`config.mk`:
```
export PLATFORM = sky130hd
export DESIGN_NAME = mcpu_control_fsm_flat
export DESIGN_NICKNAME = d
export VERILOG_FILES = /design/src/rtl/mcpu_pkg.sv /design/src/rtl/mcpu_control_fsm_if.sv /design/src/rtl/mcpu_wait_timer.sv /design/src/rtl/mcpu_control_fsm.sv /design/src/flat_wrapper.sv
export SDC_FILE = /design/constraint.sdc
export NUM_CORES = 1
export LEC_CHECK = 0
export CORE_ASPECT_RATIO = 0.6
export CORE_MARGIN = 4
export CORE_UTILIZATION = 43
export CTS_BUF_LIST = sky130_fd_sc_hd__clkbuf_16
export CTS_CLUSTER_DIAMETER = 60
export DETAILED_ROUTE_END_ITERATION = 6
export GPL_ROUTABILITY_DRIVEN = 0
export PLACE_DENSITY = 0.78
export SLEW_MARGIN = 20
export SYNTH_ARGS = -nofsm -noshare
export SYNTH_HDL_FRONTEND = slang
export SYNTH_SLANG_ARGS = --single-unit
```
`constraint.sdc`:
```
create_clock -name i_clk -period 2.2 [get_ports i_clk]
set_input_delay 0.33 -clock i_clk [delete_from_list [all_inputs] [get_ports i_clk]]
set_output_delay 0.33 -clock i_clk [all_outputs]
set_load 0.03 [all_outputs]
```
`src/rtl/mcpu_pkg.sv`:
```
// Shared definitions for the multi-cycle CPU control path: state codes,
// opcodes, datapath select encodings and the packed control-strobe bundle.
package mcpu_pkg;

    typedef enum logic [3:0] {
        S_FETCH  = 4'd0,
        S_DECODE = 4'd1,
        S_MEMADR = 4'd2,
        S_MEMRD  = 4'd3,
        S_MEMWB  = 4'd4,
        S_MEMWR  = 4'd5,
        S_RTEX   = 4'd6,
        S_RTWB   = 4'd7,
        S_BEQEX  = 4'd8,
        S_ADDIEX = 4'd9,
        S_ADDIWB = 4'd10,
        S_JEX    = 4'd11
    } state_t;

    localparam logic [5:0] OP_RTYPE = 6'b000000;
    localparam logic [5:0] OP_LW    = 6'b100011;
    localparam logic [5:0] OP_SW    = 6'b101011;
    localparam logic [5:0] OP_BEQ   = 6'b000100;
    localparam logic [5:0] OP_ADDI  = 6'b001000;
    localparam logic [5:0] OP_J     = 6'b000010;

    localparam logic [1:0] ALUB_REG     = 2'b00;
    localparam logic [1:0] ALUB_FOUR    = 2'b01;
    localparam logic [1:0] ALUB_IMM     = 2'b10;
    localparam logic [1:0] ALUB_IMM_SH2 = 2'b11;

    localparam logic [1:0] ALUOP_ADD   = 2'b00;
    localparam logic [1:0] ALUOP_SUB   = 2'b01;
    localparam logic [1:0] ALUOP_FUNCT = 2'b10;

    localparam logic [1:0] PCSRC_ALU    = 2'b00;
    localparam logic [1:0] PCSRC_ALUOUT = 2'b01;
    localparam logic [1:0] PCSRC_JUMP   = 2'b10;

    typedef struct packed {
        logic       pc_write;
        logic       pc_write_cond;
        logic       iord;
        logic       mem_read;
        logic       mem_write;
        logic       ir_write;
        logic       mem_to_reg;
        logic       reg_dst;
        logic       reg_write;
        logic       alu_src_a;
        logic [1:0] alu_src_b;
        logic [1:0] alu_op;
        logic [1:0] pc_src;
        logic       illegal;
        logic       mem_err;
    } ctrl_t;

endpackage

```
`src/rtl/mcpu_control_fsm_if.sv`:
```
// Control-unit bundle between the instruction register / memory handshake
// and the datapath; master is the control FSM, slave is the datapath side.
interface mcpu_control_fsm_if;
    logic [5:0] i_opcode;
    logic       i_mem_ready;
    logic [7:0] o_state;
    logic       o_pc_write;
    logic       o_pc_write_cond;
    logic       o_iord;
    logic       o_mem_read;
    logic       o_mem_write;
    logic       o_ir_write;
    logic       o_mem_to_reg;
    logic       o_reg_dst;
    logic       o_reg_write;
    logic       o_alu_src_a;
    logic [1:0] o_alu_src_b;
    logic [1:0] o_alu_op;
    logic [1:0] o_pc_src;
    logic       o_illegal;
    logic       o_mem_err;

    modport master (
        input  i_opcode, i_mem_ready,
        output o_state, o_pc_write, o_pc_write_cond, o_iord, o_mem_read,
               o_mem_write, o_ir_write, o_mem_to_reg, o_reg_dst, o_reg_write,
               o_alu_src_a, o_alu_src_b, o_alu_op, o_pc_src, o_illegal, o_mem_err
    );

    modport slave (
        output i_opcode, i_mem_ready,
        input  o_state, o_pc_write, o_pc_write_cond, o_iord, o_mem_read,
               o_mem_write, o_ir_write, o_mem_to_reg, o_reg_dst, o_reg_write,
               o_alu_src_a, o_alu_src_b, o_alu_op, o_pc_src, o_illegal, o_mem_err
    );
endinterface

```
`src/rtl/mcpu_wait_timer.sv`:
```
// Memory-wait watchdog: counts stalled cycles and flags when the count
// equals the configured limit.
module mcpu_wait_timer (
    input  logic       clk,
    input  logic       rst,
    input  logic       clear,
    input  logic       incr,
    input  logic [7:0] limit,
    output logic       expired
);

    logic [7:0] count;

    always_ff @(posedge clk or posedge rst) begin
        if (rst)
            count <= '0;
        else if (clear)
            count <= '0;
        else if (incr)
            count <= count + 8'd1;
    end

    assign expired = (count == limit);

endmodule

```
`src/rtl/mcpu_control_fsm.sv`:
```
// Multi-cycle CPU main control FSM: sequences fetch/decode/execute/memory/
// write-back and issues the per-cycle datapath strobes.
module mcpu_control_fsm
    import mcpu_pkg::*;
#(
    parameter int unsigned P_TIMEOUT = 255
) (
    input  logic               i_clk,
    input  logic               i_rst,
    mcpu_control_fsm_if.master bus
);

    localparam logic [7:0] LIMIT = 8'(P_TIMEOUT);

    state_t state, next_state;
    ctrl_t  ctrl, ctrl_out;
    logic   ready, wait_state, expired, timeout, timer_clear;

    assign ready      = bus.i_mem_ready;
    assign wait_state = (state == S_FETCH) || (state == S_MEMRD) || (state == S_MEMWR);
    // Ready in the expiry cycle completes the access instead of aborting it.
    assign timeout    = wait_state && !ready && expired;
    // Clearing on timeout too matters for FETCH, where the abort does not change state.
    assign timer_clear = (next_state != state) || timeout;

    mcpu_wait_timer u_wait_timer (
        .clk     (i_clk),
        .rst     (i_rst),
        .clear   (timer_clear),
        .incr    (wait_state && !ready),
        .limit   (LIMIT),
        .expired (expired)
    );

    always_ff @(posedge i_clk or posedge i_rst) begin
        if (i_rst)
            state <= S_FETCH;
        else
            state <= next_state;
    end

    always_comb begin
        next_state = state;
        ctrl       = '0;
        case (state)
            S_FETCH: begin
                ctrl.mem_read  = 1'b1;
                ctrl.alu_src_b = ALUB_FOUR;
                ctrl.alu_op    = ALUOP_ADD;
                ctrl.pc_src    = PCSRC_ALU;
                ctrl.ir_write  = ready;
                ctrl.pc_write  = ready;
                if (ready)
                    next_state = S_DECODE;
            end
            S_DECODE: begin
                ctrl.alu_src_b = ALUB_IMM_SH2;
                ctrl.alu_op    = ALUOP_ADD;
                case (bus.i_opcode)
                    OP_RTYPE:     next_state = S_RTEX;
                    OP_LW, OP_SW: next_state = S_MEMADR;
                    OP_BEQ:       next_state = S_BEQEX;
                    OP_ADDI:      next_state = S_ADDIEX;
                    OP_J:         next_state = S_JEX;
                    default: begin
                        next_state   = S_FETCH;
                        ctrl.illegal = 1'b1;
                    end
                endcase
            end
            S_MEMADR: begin
                ctrl.alu_src_a = 1'b1;
                ctrl.alu_src_b = ALUB_IMM;
                ctrl.alu_op    = ALUOP_ADD;
                if (bus.i_opcode == OP_LW)
                    next_state = S_MEMRD;
                else if (bus.i_opcode == OP_SW)
                    next_state = S_MEMWR;
                else
                    next_state = S_FETCH;
            end
            S_MEMRD: begin
                ctrl.mem_read = 1'b1;
                ctrl.iord     = 1'b1;
                if (ready)
                    next_state = S_MEMWB;
            end
            S_MEMWB: begin
                ctrl.reg_write  = 1'b1;
                ctrl.mem_to_reg = 1'b1;
                next_state      = S_FETCH;
            end
            S_MEMWR: begin
                ctrl.mem_write = 1'b1;
                ctrl.iord      = 1'b1;
                if (ready)
                    next_state = S_FETCH;
            end
            S_RTEX: begin
                ctrl.alu_src_a = 1'b1;
                ctrl.alu_src_b = ALUB_REG;
                ctrl.alu_op    = ALUOP_FUNCT;
                next_state     = S_RTWB;
            end
            S_RTWB: begin
                ctrl.reg_write = 1'b1;
                ctrl.reg_dst   = 1'b1;
                next_state     = S_FETCH;
            end
            S_BEQEX: begin
                ctrl.alu_src_a     = 1'b1;
                ctrl.alu_src_b     = ALUB_REG;
                ctrl.alu_op        = ALUOP_SUB;
                ctrl.pc_write_cond = 1'b1;
                ctrl.pc_src        = PCSRC_ALUOUT;
                next_state         = S_FETCH;
            end
            S_ADDIEX: begin
                ctrl.alu_src_a = 1'b1;
                ctrl.alu_src_b = ALUB_IMM;
                ctrl.alu_op    = ALUOP_ADD;
                next_state     = S_ADDIWB;
            end
            S_ADDIWB: begin
                ctrl.reg_write = 1'b1;
                next_state     = S_FETCH;
            end
            S_JEX: begin
                ctrl.pc_write = 1'b1;
                ctrl.pc_src   = PCSRC_JUMP;
                next_state    = S_FETCH;
            end
            default: next_state = S_FETCH;
        endcase
        if (timeout) begin
            next_state    = S_FETCH;
            ctrl.mem_err  = 1'b1;
        end
    end

    // Reset masks every output, including the FETCH mem_read.
    assign ctrl_out = i_rst ? '0 : ctrl;

    assign bus.o_state         = i_rst ? '0 : 8'(state);
    assign bus.o_pc_write      = ctrl_out.pc_write;
    assign bus.o_pc_write_cond = ctrl_out.pc_write_cond;
    assign bus.o_iord          = ctrl_out.iord;
    assign bus.o_mem_read      = ctrl_out.mem_read;
    assign bus.o_mem_write     = ctrl_out.mem_write;
    assign bus.o_ir_write      = ctrl_out.ir_write;
    assign bus.o_mem_to_reg    = ctrl_out.mem_to_reg;
    assign bus.o_reg_dst       = ctrl_out.reg_dst;
    assign bus.o_reg_write     = ctrl_out.reg_write;
    assign bus.o_alu_src_a     = ctrl_out.alu_src_a;
    assign bus.o_alu_src_b     = ctrl_out.alu_src_b;
    assign bus.o_alu_op        = ctrl_out.alu_op;
    assign bus.o_pc_src        = ctrl_out.pc_src;
    assign bus.o_illegal       = ctrl_out.illegal;
    assign bus.o_mem_err       = ctrl_out.mem_err;

endmodule

```
`src/flat_wrapper.sv`:
```
// flat-port wrapper written by rule: the top's interface ports become plain ports
module mcpu_control_fsm_flat import mcpu_pkg::*;
#(
    parameter int unsigned P_TIMEOUT = 255
)
  (i_clk, i_rst, bus_i_opcode, bus_i_mem_ready, bus_o_state, bus_o_pc_write, bus_o_pc_write_cond, bus_o_iord, bus_o_mem_read, bus_o_mem_write, bus_o_ir_write, bus_o_mem_to_reg, bus_o_reg_dst, bus_o_reg_write, bus_o_alu_src_a, bus_o_alu_src_b, bus_o_alu_op, bus_o_pc_src, bus_o_illegal, bus_o_mem_err);
  mcpu_control_fsm_if bus_i ();
  input  logic i_clk;
  input  logic i_rst;
  input wire logic [$bits(bus_i.i_opcode)-1:0] bus_i_opcode;
  input wire logic [$bits(bus_i.i_mem_ready)-1:0] bus_i_mem_ready;
  output wire logic [$bits(bus_i.o_state)-1:0] bus_o_state;
  output wire logic [$bits(bus_i.o_pc_write)-1:0] bus_o_pc_write;
  output wire logic [$bits(bus_i.o_pc_write_cond)-1:0] bus_o_pc_write_cond;
  output wire logic [$bits(bus_i.o_iord)-1:0] bus_o_iord;
  output wire logic [$bits(bus_i.o_mem_read)-1:0] bus_o_mem_read;
  output wire logic [$bits(bus_i.o_mem_write)-1:0] bus_o_mem_write;
  output wire logic [$bits(bus_i.o_ir_write)-1:0] bus_o_ir_write;
  output wire logic [$bits(bus_i.o_mem_to_reg)-1:0] bus_o_mem_to_reg;
  output wire logic [$bits(bus_i.o_reg_dst)-1:0] bus_o_reg_dst;
  output wire logic [$bits(bus_i.o_reg_write)-1:0] bus_o_reg_write;
  output wire logic [$bits(bus_i.o_alu_src_a)-1:0] bus_o_alu_src_a;
  output wire logic [$bits(bus_i.o_alu_src_b)-1:0] bus_o_alu_src_b;
  output wire logic [$bits(bus_i.o_alu_op)-1:0] bus_o_alu_op;
  output wire logic [$bits(bus_i.o_pc_src)-1:0] bus_o_pc_src;
  output wire logic [$bits(bus_i.o_illegal)-1:0] bus_o_illegal;
  output wire logic [$bits(bus_i.o_mem_err)-1:0] bus_o_mem_err;
  assign bus_i.i_opcode = bus_i_opcode;
  assign bus_i.i_mem_ready = bus_i_mem_ready;
  assign bus_o_state = bus_i.o_state;
  assign bus_o_pc_write = bus_i.o_pc_write;
  assign bus_o_pc_write_cond = bus_i.o_pc_write_cond;
  assign bus_o_iord = bus_i.o_iord;
  assign bus_o_mem_read = bus_i.o_mem_read;
  assign bus_o_mem_write = bus_i.o_mem_write;
  assign bus_o_ir_write = bus_i.o_ir_write;
  assign bus_o_mem_to_reg = bus_i.o_mem_to_reg;
  assign bus_o_reg_dst = bus_i.o_reg_dst;
  assign bus_o_reg_write = bus_i.o_reg_write;
  assign bus_o_alu_src_a = bus_i.o_alu_src_a;
  assign bus_o_alu_src_b = bus_i.o_alu_src_b;
  assign bus_o_alu_op = bus_i.o_alu_op;
  assign bus_o_pc_src = bus_i.o_pc_src;
  assign bus_o_illegal = bus_i.o_illegal;
  assign bus_o_mem_err = bus_i.o_mem_err;
  mcpu_control_fsm #(.P_TIMEOUT(P_TIMEOUT)) u_core (.i_clk(i_clk), .i_rst(i_rst), .bus(bus_i));
endmodule
```
# Word level (Yosys, flattened, before mapping)
# Index checks and enable logic that the tools add are counted.
# totals
word_cells	64
regBits	12
out_inout_bits	26
input_bits	9
# op_classes
n_eq_ne	18
n_addsub	1
reduce_logical	16
mux	27
# op_table
cell	n
one-hot mux 4 bit (5 select lines)	2
one-hot mux 4 bit (7 select lines)	1
2-to-1 mux 4 bit	5
2-to-1 mux 18 bit	1
equality test 4 x 3 -> 1 bit, second input constant	4
equality test 4 bit, second input constant	4
2-to-1 mux 8 bit	2
equality test 6 bit, second input constant	2
2-to-1 mux 1 bit	12
adder 8 x 1 -> 8 bit, second input constant	1
equality test 4 x 2 -> 1 bit, second input constant	2
equality test 8 bit, second input constant	1
OR reduction 2 bit	4
equality test 6 x 2 -> 1 bit, second input constant	1
equality test 6 x 3 -> 1 bit, second input constant	1
equality test 6 x 4 -> 1 bit, second input constant	1
logical NOT 6 bit	1
2-to-1 mux 3 bit	2
OR reduction 6 bit	1
equality test 4 x 1 -> 1 bit, second input constant	1
logical NOT 4 bit	1
!= test 4 bit	1
one-hot mux 2 bit (2 select lines)	1
OR reduction 4 bit	1
6 further kinds	9

# Logic depth before layout (Yosys ltp)
# Gate-level depths: netlist (run 1).
# depth
depth_word	9
ltp_mapped	7
mapped_depth_nobuf	5

# Modules after synthesis
# Synthesis (run 1) repeated with hierarchy kept, for this count alone.
# unflattened
cells_unflattened	176
hier_area_um2	1310.0
# by_module_without_submodules
module	area_each_um2	seq_area_each_um2	cells_per_inst	n_inst
mcpu_control_fsm	832.0	100.1	126	1
mcpu_wait_timer	478.0	200.2	50	1

# Worst setup path after synthesis (run 1)
# OpenSTA, ideal clock, no wires.
# synth_timing
kind	reg2out
from	register u_core.state[2]
to	output bus_o_pc_src[0]
path_stages_with_launch	7
n_path_buf	4
required_time_ns	1.870
t_arrival_ns	2.211
setup_slack_ns	-0.341
cell_sequence	dfrtp_1 > buf_2 > clkbuf_1 > clkbuf_1 > or3_1 > nor3_1 > buf_4
# synth_via
elab_chain_len	3
word_cells_on_any_way	4
# synth_rtl
item	line_no	text
start, declared	mcpu_control_fsm.sv:15	state_t state, next_state;
start signal, assigned	mcpu_control_fsm.sv:39	state <= next_state;
equality test 4 bit	mcpu_control_fsm.sv:45	case (state)
one-hot mux 2 bit (2 select lines) (*)	mcpu_control_fsm.sv:45	
2-to-1 mux 18 bit (*)	mcpu_control_fsm.sv:142	assign ctrl_out = i_rst ? '0 : ctrl;
end, declared	flat_wrapper.sv:25	output wire logic [$bits(bus_i.o_pc_src)-1:0] bus_o_pc_src;
# Mark *: on every way between the ends. The rest lies on a longest branch, timed or not.

# Worst setup path after layout (run 1)
# layout_timing
from	input bus_i_opcode[0]
to	register u_core.u_wait_timer.count[3]
# layout_via
elab_chain_len	8
word_cells_on_any_way	16
# layout_rtl
item	line_no	text
start, declared	flat_wrapper.sv:10	input wire logic [$bits(bus_i.i_opcode)-1:0] bus_i_opcode;
equality test 6 bit, on equally long branches	mcpu_control_fsm.sv:59, mcpu_control_fsm.sv:77, mcpu_control_fsm.sv:75	
OR reduction 2 bit / 2-to-1 mux 3 bit (equally long branches)	n/a	
one-hot mux 4 bit (5 select lines) / 2-to-1 mux 3 bit (equally long branches)	mcpu_control_fsm.sv:59, mcpu_control_fsm.sv:75	
one-hot mux 4 bit (7 select lines) (*)	mcpu_control_fsm.sv:45	
2-to-1 mux 4 bit (*)	mcpu_control_fsm.sv:135	if (timeout) begin
!= test 4 bit (*)	mcpu_control_fsm.sv:24	assign timer_clear = (next_state != state) || timeout;
logical OR 1 bit (*)	mcpu_control_fsm.sv:24	
2-to-1 mux 8 bit / nonzero test 2 bit (equally long branches)	n/a	
end signal, assigned	mcpu_wait_timer.sv:20	count <= count + 8'd1;
end, declared	mcpu_wait_timer.sv:12	logic [7:0] count;
# Marked as above.
# A chain may end at the register's enable or synchronous reset.

==> metrics, run 1 <==
Post-route DRC 0; clock tree buffer depth 2; mux share of post-synthesis cell area under 10%; slowest stage cell, crit path or4_4; port buffer count 30; syn_area_per_cell ~8 µm²; EDFF count, synth 0; synthesized area 0.00120 mm²; Crit. End Element register; FF+latch area 304 µm²; Routed Antenna Nets 0; Nets roughly 220; P_sw 0.838 mW; Max stage delay on crit path about 0.64 ns; number of max-cap violations 0; Switching Fraction between 40% and 50%; worst vdd ir just under 0.4 mV; largest family of logic cells by synthesized area simple AND/OR/NAND/NOR gates; worst hold start u_core.u_wait_timer.count[0]; Via Count about 1600; min Tclk post-route 2.23 ns; Clk pwr share a little under a fifth; Worst setup SP type input pin; Syn Inst Count 150; Final Worst Setup Slack -0.0284 ns; Most common cell on crit path a211oi_2; fmax 449 MHz; crit path kind input pin to register; worst-path cell chain clkdlybuf4s50_1 -> or3_1 -> a211oi_2 -> nor3_2 -> or4_4 -> a211oi_2; WP buf/inv 1; DR vias/cell 6.65; vias in the first global route roughly 1500; Place WS -0.338 ns; Reg clk slew, reported paths about 0.050 ns; die height 48.9 µm; filler cell count approximately 160; WL per Instance approximately 21 µm; total track usage approximately a quarter; WP data required between 2 and 2.5 ns; # setup viols final 4; FF-to-FF Start u_core.state[2]; RSZ-0062 raised after global routing true; DRT iter0 DRCs between 200 and 250; # diodes 0; XOR/XNOR Fraction of Synth Area 7.30%; clock sinks 12; Simple-Gate Fraction of Synth Area approximately 32%; worst path arrival time ~2.4 ns; Yosys Warn Count 0; synthesis-stage register bit count 12; PwrDens between 900 and 1000 mW/mm²; hold buffers post-CTS 0; hold slack 0.619 ns; cell leakage power between 0.8 and 0.9 nW; CTS tree done; Routed WL roughly 5100 µm; asr flop ratio synth 100%; hold depth 2; largest net degree at the start of global routing 16; share of cells above drive strength 1 approximately 44%; Final Hold Viols 0; Combinational Power Share 65.3%; Critical Path Stages 6; Max Slew Vio Count 0; Crit path max-delay family simple AND/OR/NAND/NOR gates; Worst Skew roughly 0.0028 ns; DRT Pass-1 Iters 5; HPWL after DPL between 3000 and 4000 µm; Root Buffer clkbuf_16; hold crit path type register to register; Worst setup startpoint bus_i_opcode[0]; core area approximately 0.0026 mm²; Sequential Power Share 16.5%; Die ar. about 0.0037 mm²; Main synth FF type dfrtp_1; internal power about 1.0 mW; worst-path fanout max 8; sequential-to-total area share from yosys stat about a quarter; first-pass GRT wire length 7740 µm; fin crit share 101%; initial antenna violation count 0; CTS Buf Count 3; # H-tree levels 1; Yosys cell types 46; status finished, violations left; P&R area growth vs syn 58.9%; grt ovf 0; violated checks negative setup slack; # IOs 35; Synth Area in Compound Gates roughly a fifth; Final TNS setup -0.0589 ns; worst reg-to-reg path cell count 5; Post-Synth Adder-Cell Area approximately 1.9%; Starting Density ~47%; multi-input logic area just over 900 µm²; Die W ~76 µm; row count 14; latest clock arrival within the worst-skew pair 0.24 ns
[per-layer routing]
layer  vias up  routed length, µm  GRT usage (%)
li1        661                  -              -
met1       744               1920           33.7
met2       139               2280           43.5
met3        39                561           3.69
met4         0                306           9.59
met5         -                  0              0
[power by group through the flow]
stage,Clock (mW),Combinational [mW],Sequential [mW]
2_1_floorplan,0,0.604,0.272
3_3_place_gp,0,0.866,0.303
3_5_place_dp,0,0.900,0.304
4_1_cts,0.335,1.06,0.304
5_1_grt,0.349,1.29,0.313
6_report,0.341,1.22,0.308
[per-stage QoR]
step / area [µm²] / instances / power (mW) / utilization, %
after floorplan: 1250 / 153 / 0.876 / -
after global placement: 1650 / 225 / 1.17 / 63.9
after detailed placement: 1650 / 225 / 1.20 / 63.9
after CTS: 1830 / 234 / 1.70 / 71.1
after global routing: 1910 / 238 / 1.95 / 74.1
final: 1910 / 238 / 1.87 / 74.1
[Yosys cell counts, drive strengths merged, types with 3 or more instances]
cell	instances	area, µm²
a211oi	13	97.6
nor2	13	48.8
dfrtp	12	300
buf	11	78.8
a21oi	9	45.0
and3	9	56.3
clkbuf	7	26.3
nand2	7	26.3
xor2	7	61.3
inv	5	18.8
or3	4	25.0
or4	4	37.5
nand4	3	18.8
nor2b	3	18.8
nor3	3	15.0
nor4	3	25.0
o21ai	3	15.0
or3b	3	26.3
xnor2	3	26.3
[tightest hold or removal path, delay by kind of cell (launching register included)]
family / cells / cell delay [ns]
flops: 1 / 0.38
compound gates: 1 / 0.04
xor+xnor: 1 / 0.16
[worst paths after layout]
kind / endpoint / slack (ns)
setup / recovery: u_core.u_wait_timer.count[3] / -0.03
min in group asynchronous: u_core.state[3] / 0.68
hold reg to reg: u_core.u_wait_timer.count[0] / 0.62
max in group asynchronous: u_core.state[1] / 1.33
setup reg to reg: u_core.u_wait_timer.count[3] / -0.02
hold / removal: u_core.u_wait_timer.count[0] / 0.62
[registers in the layout, indices dropped and copies added (netlist names)]
register,flops
u_core.state,4
u_core.u_wait_timer.count,8
[final cells by class]
type / count / area share (%)
Clock buffer: 3 / 3.94
Inverter: 5 / 0.984
Multi-Input combinational cell: 118 / 47.5
Sequential cell: 12 / 15.9
Tap cell: 32 / 2.10
Timing Repair Buffer: 68 / 29.5
[cells in the final DEF (no fill, tap or decap), types with 3 or more instances in the layout]
cell type	Yosys	routed
a211oi_2	0	10
xor2_1	7	6
clkdlybuf4s50_1	0	6
nand2_1	7	7
o21ai_0	3	3
inv_1	5	5
or3b_2	3	3
or3_1	4	4
and3_1	9	8
clkbuf_16	0	3
conb_1	1	4
dfrtp_1	12	9
nor2_1	13	12
dfrtp_2	0	3
a21oi_1	9	8
a211oi_1	13	3
buf_4	5	51
nand4_1	3	3
buf_6	2	4
xnor2_1	3	3
dlygate4sd2_1	0	5
nor2b_1	3	3
[cells by family after synthesis]
group                    Yosys count
AO/OA/AOI/OAI                     36
XOR/XNOR                          10
adder cells (fa/ha/maj)            2
buffers and inverters             23
flip-flops                        12
multiplexers                       2
other                              1
AND/OR/NAND/NOR                   64
[timing repair]
action,4_1_cts,5_1_grt
setup buffers,6,4
pin swaps,12,4
endpoints found under the hold margin,0,0
gates resized for setup,24,6
setup endpoints to repair,14,9
No activity file was read; power rests on OpenSTA's default activity.
==> run 2: changes to the inputs <==
MAX_ROUTING_LAYER = met4   (was unset)
==> run 2 against run 1 <==
Effect of this change:
- the flow still finishes with violations (negative setup slack)
- flip-flop and latch count is the same
- clock power is essentially flat
- sequential share of layout area shrank 0.23 points
- clock-buffer cell count is the same
==> metrics, run 2 (synthesized netlist as in run 1, its figures left out) <==
status finished, violations left; violated checks negative setup slack; Biggest register u_core.u_wait_timer.count; Post-route DRC 0 (unchanged); row count 14 (unchanged); Reg clk slew, reported paths 0.05 ns (about the same); Sequential Power Share 16.4% (about the same); worst reg-to-reg path cell count 9 (+4); Final TNS setup -0.125 ns (-0.0663 ns); DRT Pass-1 Iters 5 (unchanged); P_sw 0.842 mW (+0.47%); min Tclk post-route 2.23 ns (+0.00437 ns); total track usage 26.4% (+0.57 points); first-pass GRT wire length 7690 µm (-0.71%); Via Count 1577 (-0.38%); latest clock arrival within the worst-skew pair 0.24 ns (about the same); Routed WL 5050 µm (-0.36%); Clk pwr share 18.2% (about the same); DRT iter0 DRCs 245 (+19%); die height 48.9 µm (unchanged); number of max-cap violations 0 (unchanged); WL per Instance 21.1 µm (-0.77%); HPWL after DPL 3140 µm (unchanged); Largest regs u_core.u_wait_timer.count (8), u_core.state (4); fmax 448 MHz (-0.20%); RSZ-0062 raised after global routing true; Worst setup startpoint u_core.state[1]; Final Worst Setup Slack -0.0328 ns (-0.00437 ns); # H-tree levels 1 (unchanged); max FFs per register 8 (unchanged); worst path arrival time 2.35 ns (-0.02 ns); Die ar. 0.00373 mm² (unchanged); most frequent cells in the layout buf_4, nor2_1, a211oi_2; share of cells above drive strength 1 46.4% (+2.2 points); worst hold start u_core.u_wait_timer.count[0]; worst-path fanout max 9 (+1); top sig layer met4; # setup viols final 7 (+3); M1 wire length 2020 µm (+4.9%); Routed Antenna Nets 0 (unchanged); PwrDens 972 mW/mm² (-0.81%); worst vdd ir 0.439 mV (+13%); FF-to-FF Start u_core.state[1]; hold depth 2 (unchanged); core area 0.00257 mm² (unchanged); flop-to-flop setup slack -0.03 ns (about the same); largest net degree at the start of global routing 16 (unchanged); CTS Buf Count 3 (unchanged); Root Buffer clkbuf_16; Worst setup SP type register; crit path kind register to register; Die W 76.2 µm (unchanged); most common cell after layout, fill and taps aside buf_4; Max Slew Vio Count 0 (unchanged); internal power 1.04 mW (+0.75%); Place WS -0.338 ns (unchanged); clock sinks 12 (unchanged); fin crit share 101% (+0.20 points); Final Hold Viols 0 (unchanged); WP data required 2.31 ns (-0.04 ns); Hold EP u_core.u_wait_timer.count[0]; metal3 WL 499 µm (-11%); DR vias/cell 6.60 (-0.80%); DR WL met2 2310 µm (+1.7%); initial antenna violation count 0 (unchanged); Nets 219 (+0.46%); FF-to-FF End u_core.u_wait_timer.count[3]; fin util 75.1% (+1.1 points); # diodes 0 (unchanged); Crit. End Element register; Combinational Power Share 65.4% (about the same); hold crit path type register to register; grt ovf 0 (unchanged); clock tree buffer depth 2 (unchanged); Switching Fraction 44.8% (-0.070 points); P&R area growth vs syn 61.2%; vias in the first global route 1496 (-0.93%); cell leakage power 0.860 nW (+1.0%); non-filler cells in the finished layout 239 (+0.42%); placed insts 225 (unchanged); Final Total Pwr 1.88 mW (+0.62%); hold buffers post-CTS 0 (unchanged); Worst Skew 0.000910 ns (-0.00190 ns); # IOs 35 (unchanged); port buffer count 30 (unchanged); Starting Density 46.6% (unchanged); CTS tree done
[run 2: cell types whose count changed in the layout (fill, tap and decap cells not counted), sizes merged]
| cell | previous run | this run |
|---|---|---|
| buf | 56 | 57 |
[run 2: layer usage]
metal  vias to the layer above  global-route usage (%)
met4                         0                    9.30
met1                       763                    33.6
li1                        659                       -
met2                       127                    43.8
met3                        28                    2.95
met5                         -                       -
[run 2: worst max-delay path, stage by stage, from the launching register on]
cell and delay, ns:
dfrtp_2 0.47, or4_1 0.54, o22ai_1 0.17, buf_4 0.15, buf_4 0.12, buf_6 0.11, buf_12 0.11, nand2_1 0.08
xor2_1 0.29, a211oi_2 0.07
[run 2: worst max-delay path by stage]
stage,to,slack [ns],depth (start not counted)
final,u_core.u_wait_timer.count[3],-0.03,9
after detailed placement,u_core.u_wait_timer.count[1],-0.34,6
after floorplan,bus_o_pc_src[0],-0.02,6
after CTS,bus_o_mem_err,-0.007,5
after global routing,u_core.u_wait_timer.count[5],-0.11,7
after global placement,u_core.u_wait_timer.count[4],-0.26,6
[run 2: through the flow]
step	hold slack (ns)	area [µm²]
after floorplan	0.200	1250
after CTS	0.624	1830
after global routing	0.651	1930
final	0.622	1930
after detailed placement	0.613	1650
after global placement	0.579	1650
[run 2: layout make-up]
type                            instances  area, µm²
Clock buffer                            3       75.1
Fill cell                             162        641
Inverter                                5       18.8
Multi-Input combinational cell        118        926
Sequential cell                        12        304
Tap cell                               32       40.0
Timing Repair Buffer                   69        571
[run 2: power groups by stage]
stage	clock network [mW]	registers, mW	logic (mW)
finish	0.342	0.309	1.23
global placement	0	0.303	0.866
detailed placement	0	0.304	0.900
global route	0.349	0.313	1.29
floorplan	0	0.272	0.604
CTS	0.335	0.304	1.06
[run 2: repair_timing]
item	4_1_cts	5_1_grt
setup buffers	6	5
gates resized for setup	24	10
hold endpoints to repair	0	0
endpoints found under the setup margin	14	9
pin swaps	12	6
